### config.mk
export PLATFORM = sky130hd
export DESIGN_NAME = stream_flow_ctrl
export DESIGN_NICKNAME = d
export VERILOG_FILES = /design/src/rtl/stream_ctrl_pkg.sv /design/src/rtl/stream_flow_ctrl_sat_counter.sv /design/src/rtl/stream_flow_ctrl.sv
export SDC_FILE = /design/constraint.sdc
export NUM_CORES = 1
export LEC_CHECK = 0
export ABC_AREA = 1
export ABC_CLOCK_PERIOD_IN_PS = 1900
export BUFFER_PORTS_ARGS = -buffer_cell sky130_fd_sc_hd__buf_2
export CORE_MARGIN = 5
export CORE_UTILIZATION = 55
export DETAILED_ROUTE_END_ITERATION = 10
export PLACE_DENSITY = 0.76
export SYNTH_ARGS = -nofsm -noshare
export SYNTH_HDL_FRONTEND = slang
export SYNTH_HIERARCHICAL = 1
export SYNTH_SLANG_ARGS = --single-unit
### constraint.sdc
create_clock -name clk -period 1.9 [get_ports clk]
set_input_delay 0 -clock clk [delete_from_list [all_inputs] [get_ports clk]]
set_output_delay 0 -clock clk [all_outputs]
set_load 0.01 [all_outputs]
### src/rtl/stream_ctrl_pkg.sv
// Shared definitions for the stream flow controller: state encoding,
// internal counter widths and the default event-counter width.
package stream_ctrl_pkg;

    localparam int unsigned STATE_W       = 3;
    localparam int unsigned DEF_CNT_WIDTH = 16;

    // Internal counter widths cover the full legal parameter ranges
    localparam int unsigned SETTLE_W = 8;   // SETTLE_CYCLES 1..255
    localparam int unsigned PRIME_W  = 10;  // PRIME_LEVEL   1..1023
    localparam int unsigned UNF_W    = 8;   // UNF_LIMIT     1..255

    typedef enum logic [STATE_W-1:0] {
        ST_IDLE   = 3'd0,
        ST_SETTLE = 3'd1,
        ST_PRIME  = 3'd2,
        ST_RUN    = 3'd3
    } state_e;

endpackage

### src/rtl/stream_flow_ctrl_sat_counter.sv
// Saturating up-counter: synchronous reset/clear, increments on i_inc,
// holds at all-ones instead of wrapping.
//   clk      : clock
//   rst      : synchronous active-high reset
//   i_clr    : synchronous clear
//   i_inc    : increment request
//   o_count  : current count
module sat_counter #(
    parameter int unsigned WIDTH = 16
) (
    input  logic             clk,
    input  logic             rst,
    input  logic             i_clr,
    input  logic             i_inc,
    output logic [WIDTH-1:0] o_count
);

    logic [WIDTH-1:0] r_count;
    logic             w_at_max;

    assign w_at_max = (r_count == {WIDTH{1'b1}});

    // Count register
    always_ff @(posedge clk) begin
        if (rst || i_clr) begin
            r_count <= '0;
        end else if (i_inc && !w_at_max) begin
            r_count <= r_count + WIDTH'(1);
        end
    end

    assign o_count = r_count;

endmodule

### src/rtl/stream_flow_ctrl.sv
// Sequencer for the ADC -> in-FIFO -> Costas -> out-FIFO -> DAC stream.
// Waits for the in-FIFO read side to leave reset, primes the out-FIFO,
// then enables DAC playout; re-primes after a sustained underflow and
// counts overflow/underflow events for debug.
//   clk, rst    : processing clock, synchronous active-high reset
//   enable      : run request, low forces IDLE
//   in_empty    : in-FIFO empty      in_rd_busy : in-FIFO rd_rst_busy
//   in_full     : in-FIFO full (asynchronous to clk)
//   out_full    : out-FIFO full      out_empty  : out-FIFO empty
//   dsp_en      : in-FIFO rd_en / out-FIFO wr_en / Costas enable
//   out_rd_en   : out-FIFO rd_en toward the DAC
//   running     : high in RUN        state      : encoded state
//   ovf_cnt     : in-FIFO overflow events (saturating)
//   unf_cnt     : out-FIFO underflow cycles (saturating)
module stream_flow_ctrl
    import stream_ctrl_pkg::*;
#(
    parameter int unsigned SETTLE_CYCLES = 16,
    parameter int unsigned PRIME_LEVEL   = 64,
    parameter int unsigned UNF_LIMIT     = 8,
    parameter int unsigned CNT_WIDTH     = DEF_CNT_WIDTH
) (
    input  logic                 clk,
    input  logic                 rst,
    input  logic                 enable,
    input  logic                 in_empty,
    input  logic                 in_rd_busy,
    input  logic                 in_full,
    input  logic                 out_full,
    input  logic                 out_empty,
    output logic                 dsp_en,
    output logic                 out_rd_en,
    output logic                 running,
    output logic [STATE_W-1:0]   state,
    output logic [CNT_WIDTH-1:0] ovf_cnt,
    output logic [CNT_WIDTH-1:0] unf_cnt
);

    state_e              r_state;
    logic [SETTLE_W-1:0] r_settle_cnt;
    logic [PRIME_W-1:0]  r_prime_cnt;
    logic [UNF_W-1:0]    r_unf_run;
    logic                r_full_sync1;
    logic                r_full_sync2;
    logic                r_full_sync3;

    logic                w_dsp_en;
    logic [SETTLE_W-1:0] w_settle_nxt;
    logic [PRIME_W-1:0]  w_prime_nxt;
    logic [UNF_W-1:0]    w_unf_nxt;
    logic                w_settle_done;
    logic                w_prime_done;
    logic                w_unf_limit;
    logic                w_ovf_inc;
    logic                w_unf_inc;

    // FIFO handshakes act in the same cycle as the flags
    assign w_dsp_en = ((r_state == ST_PRIME) || (r_state == ST_RUN)) &&
                      !in_empty && !out_full && !in_rd_busy;

    assign w_settle_nxt  = r_settle_cnt + SETTLE_W'(1);
    assign w_prime_nxt   = r_prime_cnt + PRIME_W'(1);
    assign w_unf_nxt     = r_unf_run + UNF_W'(1);

    // Transitions fire on the cycle whose increment reaches the target
    assign w_settle_done = (w_settle_nxt == SETTLE_W'(SETTLE_CYCLES));
    assign w_prime_done  = (w_prime_nxt == PRIME_W'(PRIME_LEVEL));
    assign w_unf_limit   = (w_unf_nxt == UNF_W'(UNF_LIMIT));

    // Rising edge of the synchronised full flag
    assign w_ovf_inc = r_full_sync2 && !r_full_sync3;
    assign w_unf_inc = (r_state == ST_RUN) && out_empty;

    // in_full crosses from the write clock domain
    always_ff @(posedge clk) begin
        if (rst) begin
            r_full_sync1 <= 1'b0;
            r_full_sync2 <= 1'b0;
            r_full_sync3 <= 1'b0;
        end else begin
            r_full_sync1 <= in_full;
            r_full_sync2 <= r_full_sync1;
            r_full_sync3 <= r_full_sync2;
        end
    end

    // Sequencing FSM; enable=0 wins over every other exit
    always_ff @(posedge clk) begin
        if (rst) begin
            r_state      <= ST_IDLE;
            r_settle_cnt <= '0;
            r_prime_cnt  <= '0;
            r_unf_run    <= '0;
        end else begin
            case (r_state)
                ST_IDLE: begin
                    if (enable) begin
                        r_state      <= ST_SETTLE;
                        r_settle_cnt <= '0;
                    end
                end
                ST_SETTLE: begin
                    if (!enable) begin
                        r_state <= ST_IDLE;
                    end else if (in_rd_busy) begin
                        r_settle_cnt <= '0;
                    end else if (w_settle_done) begin
                        r_state     <= ST_PRIME;
                        r_prime_cnt <= '0;
                    end else begin
                        r_settle_cnt <= w_settle_nxt;
                    end
                end
                ST_PRIME: begin
                    if (!enable) begin
                        r_state <= ST_IDLE;
                    end else if (out_full) begin
                        r_state   <= ST_RUN;
                        r_unf_run <= '0;
                    end else if (w_dsp_en) begin
                        if (w_prime_done) begin
                            r_state   <= ST_RUN;
                            r_unf_run <= '0;
                        end else begin
                            r_prime_cnt <= w_prime_nxt;
                        end
                    end
                end
                ST_RUN: begin
                    if (!enable) begin
                        r_state <= ST_IDLE;
                    end else if (out_empty) begin
                        if (w_unf_limit) begin
                            r_state     <= ST_PRIME;
                            r_prime_cnt <= '0;
                        end else begin
                            r_unf_run <= w_unf_nxt;
                        end
                    end else begin
                        r_unf_run <= '0;
                    end
                end
                default: begin
                    r_state <= ST_IDLE;
                end
            endcase
        end
    end

    sat_counter #(.WIDTH(CNT_WIDTH)) u_ovf_cnt (
        .clk     (clk),
        .rst     (rst),
        .i_clr   (1'b0),
        .i_inc   (w_ovf_inc),
        .o_count (ovf_cnt)
    );

    sat_counter #(.WIDTH(CNT_WIDTH)) u_unf_cnt (
        .clk     (clk),
        .rst     (rst),
        .i_clr   (1'b0),
        .i_inc   (w_unf_inc),
        .o_count (unf_cnt)
    );

    assign dsp_en    = w_dsp_en;
    assign out_rd_en = (r_state == ST_RUN) && !out_empty;
    assign running   = (r_state == ST_RUN);
    assign state     = r_state;

endmodule

# --- Yosys cells after proc, flatten, opt, wreduce, memory -nomap -nowiden ---
# Index checks and enable logic that the tools add are counted.
word_totals:
  reg_bits: 64
  word_cells: 103
  input_bits: 8
  out_inout_bits: 38
classes:
  n_mux: 36
  n_reduce_logical: 24
  n_eq_ne: 29
  addsub: 5
ops:
  columns: ["op", "n"]
  rows:
  - ["$mux 10", 10]
  - ["$mux 8", 11]
  - ["$mux 3", 11]
  - ["$add 16x1->16 const B", 2]
  - ["$eq 16x16->1 const B", 2]
  - ["$pmux 8 s2", 2]
  - ["$pmux 10 s3", 1]
  - ["$ne 3x3->1 const B", 7]
  - ["$ne 2x2->1 const B", 10]
  - ["$add 8x1->8 const B", 2]
  - ["$pmux 3 s4", 1]
  - ["$reduce_and 11->1", 1]
  - ["$add 10x1->10 const B", 1]
  - ["$eq 10x7->1 const B", 1]
  - ["$eq 8x4->1 const B", 1]
  - ["$eq 8x5->1 const B", 1]
  - ["$logic_and 1x1->1", 8]
  - ["$ne 4x4->1 const B", 2]
  - ["$logic_not 1->1", 7]
  - ["$reduce_and 7->1", 1]
  - ["$eq 3x2->1 const B", 2]
  - ["$reduce_and 6->1", 1]
  - ["$reduce_and 4->1", 1]
  - ["$reduce_bool 2->1", 2]
  - ["6 further kinds", 6]

# --- Depth between registers and ports, before layout ---
# Gate-level depths: netlist (run 1).
depth:
  ltp_word: 9
  mapped_depth: 16
  ltp_nobuf: 15

# --- Cells and area by module ---
# The synthesis (run 1) kept the hierarchy.
by_module_without_submodules:
  columns: ["mod", "seq_area_each_um2", "instances", "area_per_inst_um2", "cells_each"]
  rows:
  - ["stream_flow_ctrl", 620.6, 1, 2117.0, 345]
  - ["sat_counter", 320.3, 2, 958.4, 144]

# --- Least setup slack after synthesis (run 1) ---
# Ideal clock, no wire load.
synth_path:
  path_type: "flip-flop to flip-flop"
  from: "reg r_settle_cnt[0]"
  to: "reg r_prime_cnt[2]"
  arrival_time_ns: 1.609
  path_slack_ns: 0.178
  setup_time_ns: 0.113
  n_path_buf: 1
  path_stages_with_launch: 16
  synth_period_minus_slack_ns: 1.722
  required_ns: 1.787
  path_cell_list: "dfxtp_1 ha_1 nand2_2 nor2_2 nand2_1 nand2_1 nand2_1 nor2_1 nand2_1 nand2_2 nand3_2 nor2_4 buf_6 nand2_1 nand2_1 nor2_1"
synth_via:
  elab_chain_cells: 4
synth_rtl:
  columns: ["element", "line_no", "text"]
  rows:
  - ["from (decl)", "stream_flow_ctrl.sv:40", "logic [SETTLE_W-1:0] r_settle_cnt;"]
  - ["from (signal assigned)", "stream_flow_ctrl.sv:111", "r_settle_cnt <= w_settle_nxt;"]
  - ["$add 8x1->8", "stream_flow_ctrl.sv:61", "assign w_settle_nxt = r_settle_cnt + SETTLE_W'(1);"]
  - ["$eq 8x5->1", "stream_flow_ctrl.sv:66", "assign w_settle_done = (w_settle_nxt == SETTLE_W'(SETTLE_CYCLES));"]
  - ["$ne 2x2->1 (no source line)", null, null]
  - ["$reduce_and 11->1 (no source line)", null, null]
  - ["to (signal assigned)", "stream_flow_ctrl.sv:125", "r_prime_cnt <= w_prime_nxt;"]
  - ["to (decl)", "stream_flow_ctrl.sv:41", "logic [PRIME_W-1:0] r_prime_cnt;"]
# No other way between the ends.
# A chain may end at the register's enable or synchronous reset.

# --- Final worst setup path (run 1) ---
layout_path:
  from: "reg r_prime_cnt[1]"
  to: "reg r_prime_cnt[3]"
layout_via:
  elab_chain_cells: 6
  word_cells_on_any_way: 9
  cone_classes: "add/sub (1); eq/ne (2); mux (5); reduce/logical (1)"
layout_rtl:
  columns: ["element", "line_no", "text"]
  rows:
  - ["$add 10x1->10 (*)", "stream_flow_ctrl.sv:62", "assign w_prime_nxt = r_prime_cnt + PRIME_W'(1);"]
  - ["$mux 10", "stream_flow_ctrl.sv:121", "if (w_prime_done) begin"]
  - ["$mux 10", "stream_flow_ctrl.sv:120", "end else if (w_dsp_en) begin"]
  - ["$mux 10", "stream_flow_ctrl.sv:117", "end else if (out_full) begin"]
  - ["$mux 10", "stream_flow_ctrl.sv:115", "if (!enable) begin"]
  - ["$pmux 10 s3", "stream_flow_ctrl.sv:95", "case (r_state)"]
# Every way passes the cells marked *; elsewhere a longest branch is shown, timed or not. The select of a mux whose other input is x is not followed.

==> metrics.yaml, run 1 <==
p_total_mw: 4.61
cts_tree: "yes"
cts_buffer_depth: 2
vias_per_cell: 5.14
drc: 0
endpoint_kind: "flip-flop"
fin_setup_tns_ns: -0.112
grt_pass1_vias: 3510
syn_inst: 633
fin_util: 0.678
cp-start-kind: "flip-flop"
ys_ff_latch: 63
drive_gt1_frac: 0.251
cpMaxStageDelayCell: "dfxtp_4"
clock-root-buffer: "clkbuf_8"
layout-area-overhead-vs-synth_pct: 21.2
r2r_slack_ns: -0.03
grt_start_max_net_pins: 21
dp_hpwl_um: 6450
fp.dieW_um: 95.6
antenna_found_initial: 0
cpLargestDelayFamily: "simple AND/OR/NAND/NOR gates"
core_area_um2: 7210
rsz0062_at_grt: "yes"
skew_ns: 0.00968
grt_usage: 0.199
wl_um: 9310
final_cell_count_no_fill: 803
hold_path_class: "in -> reg"
worstPathCellList: "ha_4, nand2_2, nor2_2, nand3b_1, nand2_1, inv_1, nand2_1, nor2_4, nand2_2, nor2_4, nor2_4, clkbuf_16, nand2_2, nand2_1, nor2_1"
path_buf_inv: 2
worstSkewPairLatency_ns: 0.34
ff_latch_area_um2: 1290
criticalPathCategory: "reg -> reg"
worst_slack_ns: -0.0271
synth.distinct_cells: 30
slowest_delay_ns: 0.37
run_status: "complete, but fails checks"
floorplan.rows: 31
power.leakage_nw: 1.94
drt_iter0_drc: 200
cp_max_fo: 10
multi_input_area_um2: 2650
syn_avg_cell_area_um2: 6.37
drv_slew: 0
postRouteAntennaNets: 0
synth_area_um2: 4030
powerDensity_nw_per_um2: 943
final_common_cell: "nand2_1"
clock_sinks: 63
layout_common_cells: "nand2_1 (170), nor2_1 (122), nand3_1 (51)"
cts_buffers: 9
start_util: 0.559
finalCritPeriodShare: 1.01
hold_violations: 0
clkTransAtPathRegs_ns: 0.07
ios: 46
yosysWarningCount: 6
layout.nets: 713
routedWlPerCell_um: 11.6
grt_overflow: 0
diodes: 0
grt_pass1_wl_um: 15000
die_h_um: 95.6
fmax_ghz: 0.519
port_buffers: 44
cp.required_ns: 2.13
vdd_ir_drop_max_mv: 0.519
critPathArrivalTime_ns: 2.16
drv_cap: 0
failed_checks: "setup timing"
globalplace.congestion: 0.860
via_count: 4131
period_minus_slack_ns: 1.93
nFillCells: 634
ys_seq_area_frac: 0.313
final-setup-viol-count: 6
place_inst: 779
htree_levels: 3
dr.pass1.iters: 5
dieArea_um2: 9150
==> where the power goes <==
group / internal (mW) / switching (mW)
Combinational: 0.680 / 0.973
Sequential: 1.53 / 0.246
Clock: 0.669 / 0.511
Total: 2.88 / 1.73
==> cell usage after synthesis <==
cell type | number | area (um^2)
a21oi_1 | 38 | 190
buf_2 | 1 | 5.00
buf_4 | 1 | 7.51
buf_6 | 8 | 90.1
clkbuf_1 | 1 | 3.75
clkbuf_8 | 1 | 13.8
conb_1 | 1 | 3.75
dfxtp_1 | 63 | 1260
ha_1 | 5 | 62.6
inv_1 | 49 | 184
inv_2 | 1 | 3.75
nand2_1 | 186 | 698
nand2_2 | 14 | 87.6
nand3_1 | 52 | 260
nand3_2 | 9 | 90.1
nand3_4 | 1 | 17.5
nand3b_1 | 9 | 67.6
nand4_1 | 12 | 75.1
nand4_4 | 2 | 42.5
nor2_1 | 130 | 488
nor2_2 | 6 | 37.5
nor2_4 | 16 | 180
nor3_1 | 7 | 35.0
o211ai_1 | 1 | 7.51
o21ai_0 | 11 | 55.1
o21ai_2 | 2 | 17.5
o21bai_1 | 1 | 7.51
or2_2 | 1 | 6.26
xnor2_1 | 1 | 8.76
xor2_1 | 3 | 26.3
==> flip-flops by register name (all words and copies together) (netlist names) <==
register	cells
r_unf_run	8
r_prime_cnt	10
r_full_sync2	1
state	2
r_full_sync1	1
r_full_sync3	1
r_settle_cnt	8
u_ovf_cnt/o_count	16
u_unf_cnt/o_count	16
==> cell type report <==
type	instances	area share
Clock buffer	12	0.0317
Clock inverter	3	0.00870
Inverter	50	0.0384
Multi-Input combinational cell	511	0.542
Sequential cell	63	0.264
Tap cell	99	0.0253
Timing Repair Buffer	65	0.0901
==> timing repair <==
action / in CTS / in global routing
pin swaps: 0 / 13
hold buffers: 3 / 0
buffers inserted: 0 / 3
resized for setup: 1 / 67
hold endpoints to repair: 9 / 0
gates cloned: 0 / 3
setup endpoints to repair: 4 / 28
==> cells by family after synthesis <==
kind of cell	count (synthesis)	share of synthesized area
AOI/OAI and AO/OA	53	0.0689
adders and majority gates	5	0.0155
buffers and inverters	62	0.0763
and+or+nand+nor	445	0.517
DFF	63	0.313
other	1	0.000930
xor gates and xnor gates	4	0.00869
==> stage by stage <==
step	hold slack (ns)	setup slack (ns)	area, um^2
2_1_floorplan	0.0475	0.178	4040
3_3_place_gp	0.233	0.0568	4380
3_5_place_dp	0.237	-0.0349	4380
4_1_cts	0.0245	0.0248	4610
5_1_grt	0.0490	-0.107	4890
6_report	0.0324	-0.0271	4890
==> worst register-to-register path, cell delays in order (launching register included) <==
cell and delay [ns]:
dfxtp_4 0.37, ha_4 0.16, nand2_2 0.10, nor2_2 0.13, nand3b_1 0.11, nand2_1 0.12, inv_1 0.05, nand2_1 0.09
nor2_4 0.05, nand2_2 0.08, nor2_4 0.04, nor2_4 0.21, clkbuf_16 0.20, nand2_2 0.04, nand2_1 0.05, nor2_1 0.03
==> metal layers <==
layer,up-vias,share of wire,track usage,wire length [um]
met3,15,0.045,0.0300,423
li1,2160,-,-,-
met1,1861,0.46,0.258,4280
met2,95,0.48,0.333,4460
met5,-,0,0,0
met4,0,0.015,0.0735,140
==> worst paths after layout <==
kind                          startpoint                      endpoint  cells after the start
max          r_prime_cnt[1]$_SDFFE_PP0P_   r_prime_cnt[3]$_SDFFE_PP0P_                     15
max reg2reg  r_prime_cnt[1]$_SDFFE_PP0P_   r_prime_cnt[3]$_SDFFE_PP0P_                     15
min                           in_rd_busy  r_settle_cnt[2]$_SDFFE_PP0P_                      4
min reg2reg      r_full_sync1$_SDFF_PP0_       r_full_sync2$_SDFF_PP0_                      2
No activity file was read; power rests on OpenSTA's default activity.
==> run 2: changes to the inputs <==
--- a/config.mk
+++ b/config.mk
@@ -5,13 +5,14 @@
 export SDC_FILE = /design/constraint.sdc
 export NUM_CORES = 1
 export LEC_CHECK = 0
-export ABC_AREA = 1
+export ABC_AREA = 0
 export ABC_CLOCK_PERIOD_IN_PS = 1900
 export BUFFER_PORTS_ARGS = -buffer_cell sky130_fd_sc_hd__buf_2
-export CORE_MARGIN = 5
+export CORE_MARGIN = 3
 export CORE_UTILIZATION = 55
 export DETAILED_ROUTE_END_ITERATION = 10
-export PLACE_DENSITY = 0.76
+export PLACE_DENSITY = 0.77
+export SETUP_SLACK_MARGIN = 0.2
 export SYNTH_ARGS = -nofsm -noshare
 export SYNTH_HDL_FRONTEND = slang
 export SYNTH_HIERARCHICAL = 1
==> metrics.yaml, run 2 <==
floorplan.rows: 28
cts_buffers: 9
die_h_um: 85.0
grt_usage: 0.257
drv_cap: 0
hold-worst-slack_ns: 0.126
final_common_cell: "buf_4"
synth_common_cells: "dfxtp_1 (63), nand2_1 (32), a21oi_1 (31)"
syn_avg_cell_area_um2: 8.46
endpoint_kind: "flip-flop"
htree_levels: 3
final-setup-viol-count: 19
layout-area-overhead-vs-synth_pct: 44.9
cts_buffer_depth: 2
wl_met1_um: 4680
critPathArrivalTime_ns: 2.33
fp.dieW_um: 85.0
drc: 0
place_inst: 545
power.leakage_nw: 1.86
failed_checks: "setup timing"
grt_pass1_vias: 3394
clock-root-buffer: "clkbuf_8"
async_flop_share: 0
intPower_mw: 2.07
synth-main-ff-cell: "dfxtp_1"
dp_hpwl_um: 5760
synth_edf_count: 0
grt_start_max_net_pins: 27
globalplace.congestion: 0.883
finalCritPeriodShare: 1.10
syn_inst: 406
cp-start-kind: "flip-flop"
antenna_found_initial: 0
cp.required_ns: 2.15
synth.distinct_cells: 63
skew_ns: 0.00912
ios: 46
via_count: 4031
drt_iter0_drc: 462
dr.pass1.iters: 7
final_cell_area_um2: 4970
ys_ff_latch: 63
dieArea_um2: 7230
core_area_um2: 5990
cp_max_fo: 6
vdd_ir_drop_max_mv: 0.564
clkTransAtPathRegs_ns: 0.07
diodes: 0
hold_path_class: "in -> reg"
drv_slew: 0
run_status: "complete, but fails checks"
share_seq_of_total_power: 0.495
wl_met2_um: 5760
combPwrFrac: 0.044
grt_pass1_wl_um: 15500
layout.nets: 533
vias_per_cell: 6.72
postRouteAntennaNets: 0
p_total_mw: 2.67
synth_top_cell_by_area: "dfxtp_1"
synth_top_area_frac: 0.367
synth.area.top_cells: "dfxtp_1 (37%), a21oi_1 (4.5%), o21ai_0 (3.9%)"
switching_power_mw: 0.602
wl_um: 12000
ys_seq_area_frac: 0.367
slowest_delay_ns: 0.40
synth_area_um2: 3430
clock_sinks: 63
drive_gt1_frac: 0.415
met3_length_um: 946
routedWlPerCell_um: 20.0
place_ws_ns: -0.133
yosysWarningCount: 6
port_buffers: 44
worstSkewPairLatency_ns: 0.34
fmax_ghz: 0.480
cpMaxStageDelayCell: "dfxtp_4"
hold_violations: 0
worst_slack_ns: -0.184
slew_headroom: 0.326
worstMarginPinSlew_ns: 1.01
period_minus_slack_ns: 2.08
rsz0062_at_grt: "yes"
synth.most_common_cell: "dfxtp_1"
final_cell_count_no_fill: 600
swShare: 0.226
powerDensity_nw_per_um2: 536
start_util: 0.573
criticalPathCategory: "reg -> reg"
worstPathCellList: "nand4_1, o21a_2, nor4_4, a21boi_4, o211a_4, mux2i_2"
grt_overflow: 0
cts_tree: "yes"
layout_common_cells: "buf_4 (52), dfxtp_1 (48), buf_2 (44)"
highest_layer: "met4"
pwr-share-clk: 0.462
placed_area_um2: 3970
## run 2: cell types whose count changed in the layout (fill, tap and decap cells not counted), moves of 13 or more
cell     change
nand2_2     -26
buf_4       +39
o21ai_0     +14
nand2_1    -140
nor2_4      -15
nor2_1     -104
nand3_1     -35
a21oi_1     -13
inv_1       -37
## run 2: critical path: cells and delay by family (launching register included)
kind / cells / cell delay, ns
AO/OA/AOI/OAI: 3 / 0.75
flip-flops: 1 / 0.40
multiplexers: 1 / 0.20
AND/OR/NAND/NOR: 2 / 0.64
## run 2: logic make-up (layout without fill, tap and decap cells)
logic type	Yosys count	after routing	synth area share
other cells	1	7	0.00109
fa+ha+maj	5	5	0.0182
buf+inv	22	134	0.0292
flops	63	63	0.367
mux	5	5	0.0149
compound gates	117	118	0.231
xor+xnor	5	5	0.0128
simple gates	188	188	0.326
## run 2: layout make-up
| cell class | instances | area [um^2] |
|---|---|---|
| Sequential cell | 63 | 1290 |
| Timing Repair Buffer | 107 | 742 |
| Tap cell | 75 | 93.8 |
| Multi-Input combinational cell | 328 | 2590 |
| Clock buffer | 13 | 169 |
| Clock inverter | 3 | 40.0 |
| Inverter | 11 | 48.8 |
| Fill cell | 309 | 1020 |
## run 2: worst paths after layout
check	startpoint	endpoint	slack, ns	depth (start not counted)
max	r_prime_cnt[3]$_SDFFE_PP0P_	r_prime_cnt[1]$_SDFFE_PP0P_	-0.18	6
min	rst	r_settle_cnt[0]$_SDFFE_PP0P_	0.13	2
max reg2reg	r_prime_cnt[3]$_SDFFE_PP0P_	r_prime_cnt[1]$_SDFFE_PP0P_	-0.18	6
min reg2reg	r_full_sync1$_SDFF_PP0_	r_full_sync2$_SDFF_PP0_	0.48	1
## run 2: layer usage
metal	up-vias	global-route usage
met2	250	0.437
li1	1799	-
met5	-	0
met3	75	0.0427
met1	1907	0.321
met4	0	0.112
## run 2: timing repair
action,CTS,global route
resized for setup,46,69
hold buffers,1,0
endpoints found under the hold margin,1,0
cloned,1,0
buffers inserted,12,25
pin swaps,25,30
endpoints found under the setup margin,39,55
## run 2: power groups by stage
stage | combinational, mW | clock [mW] | sequential (mW)
floorplan | 0.0555 | 0 | 1.36
global placement | 0.0882 | 0 | 1.36
detailed placement | 0.0898 | 0 | 1.36
CTS | 0.100 | 1.24 | 1.32
global route | 0.124 | 1.31 | 1.32
finish | 0.116 | 1.23 | 1.32
## run 2: stage by stage
step           setup TNS [ns]   util
6_report                -1.59  0.830
4_1_cts                     0  0.749
5_1_grt                 -2.28  0.830
3_5_place_dp            -1.31  0.662
3_3_place_gp           -0.255  0.662
2_1_floorplan               0      -
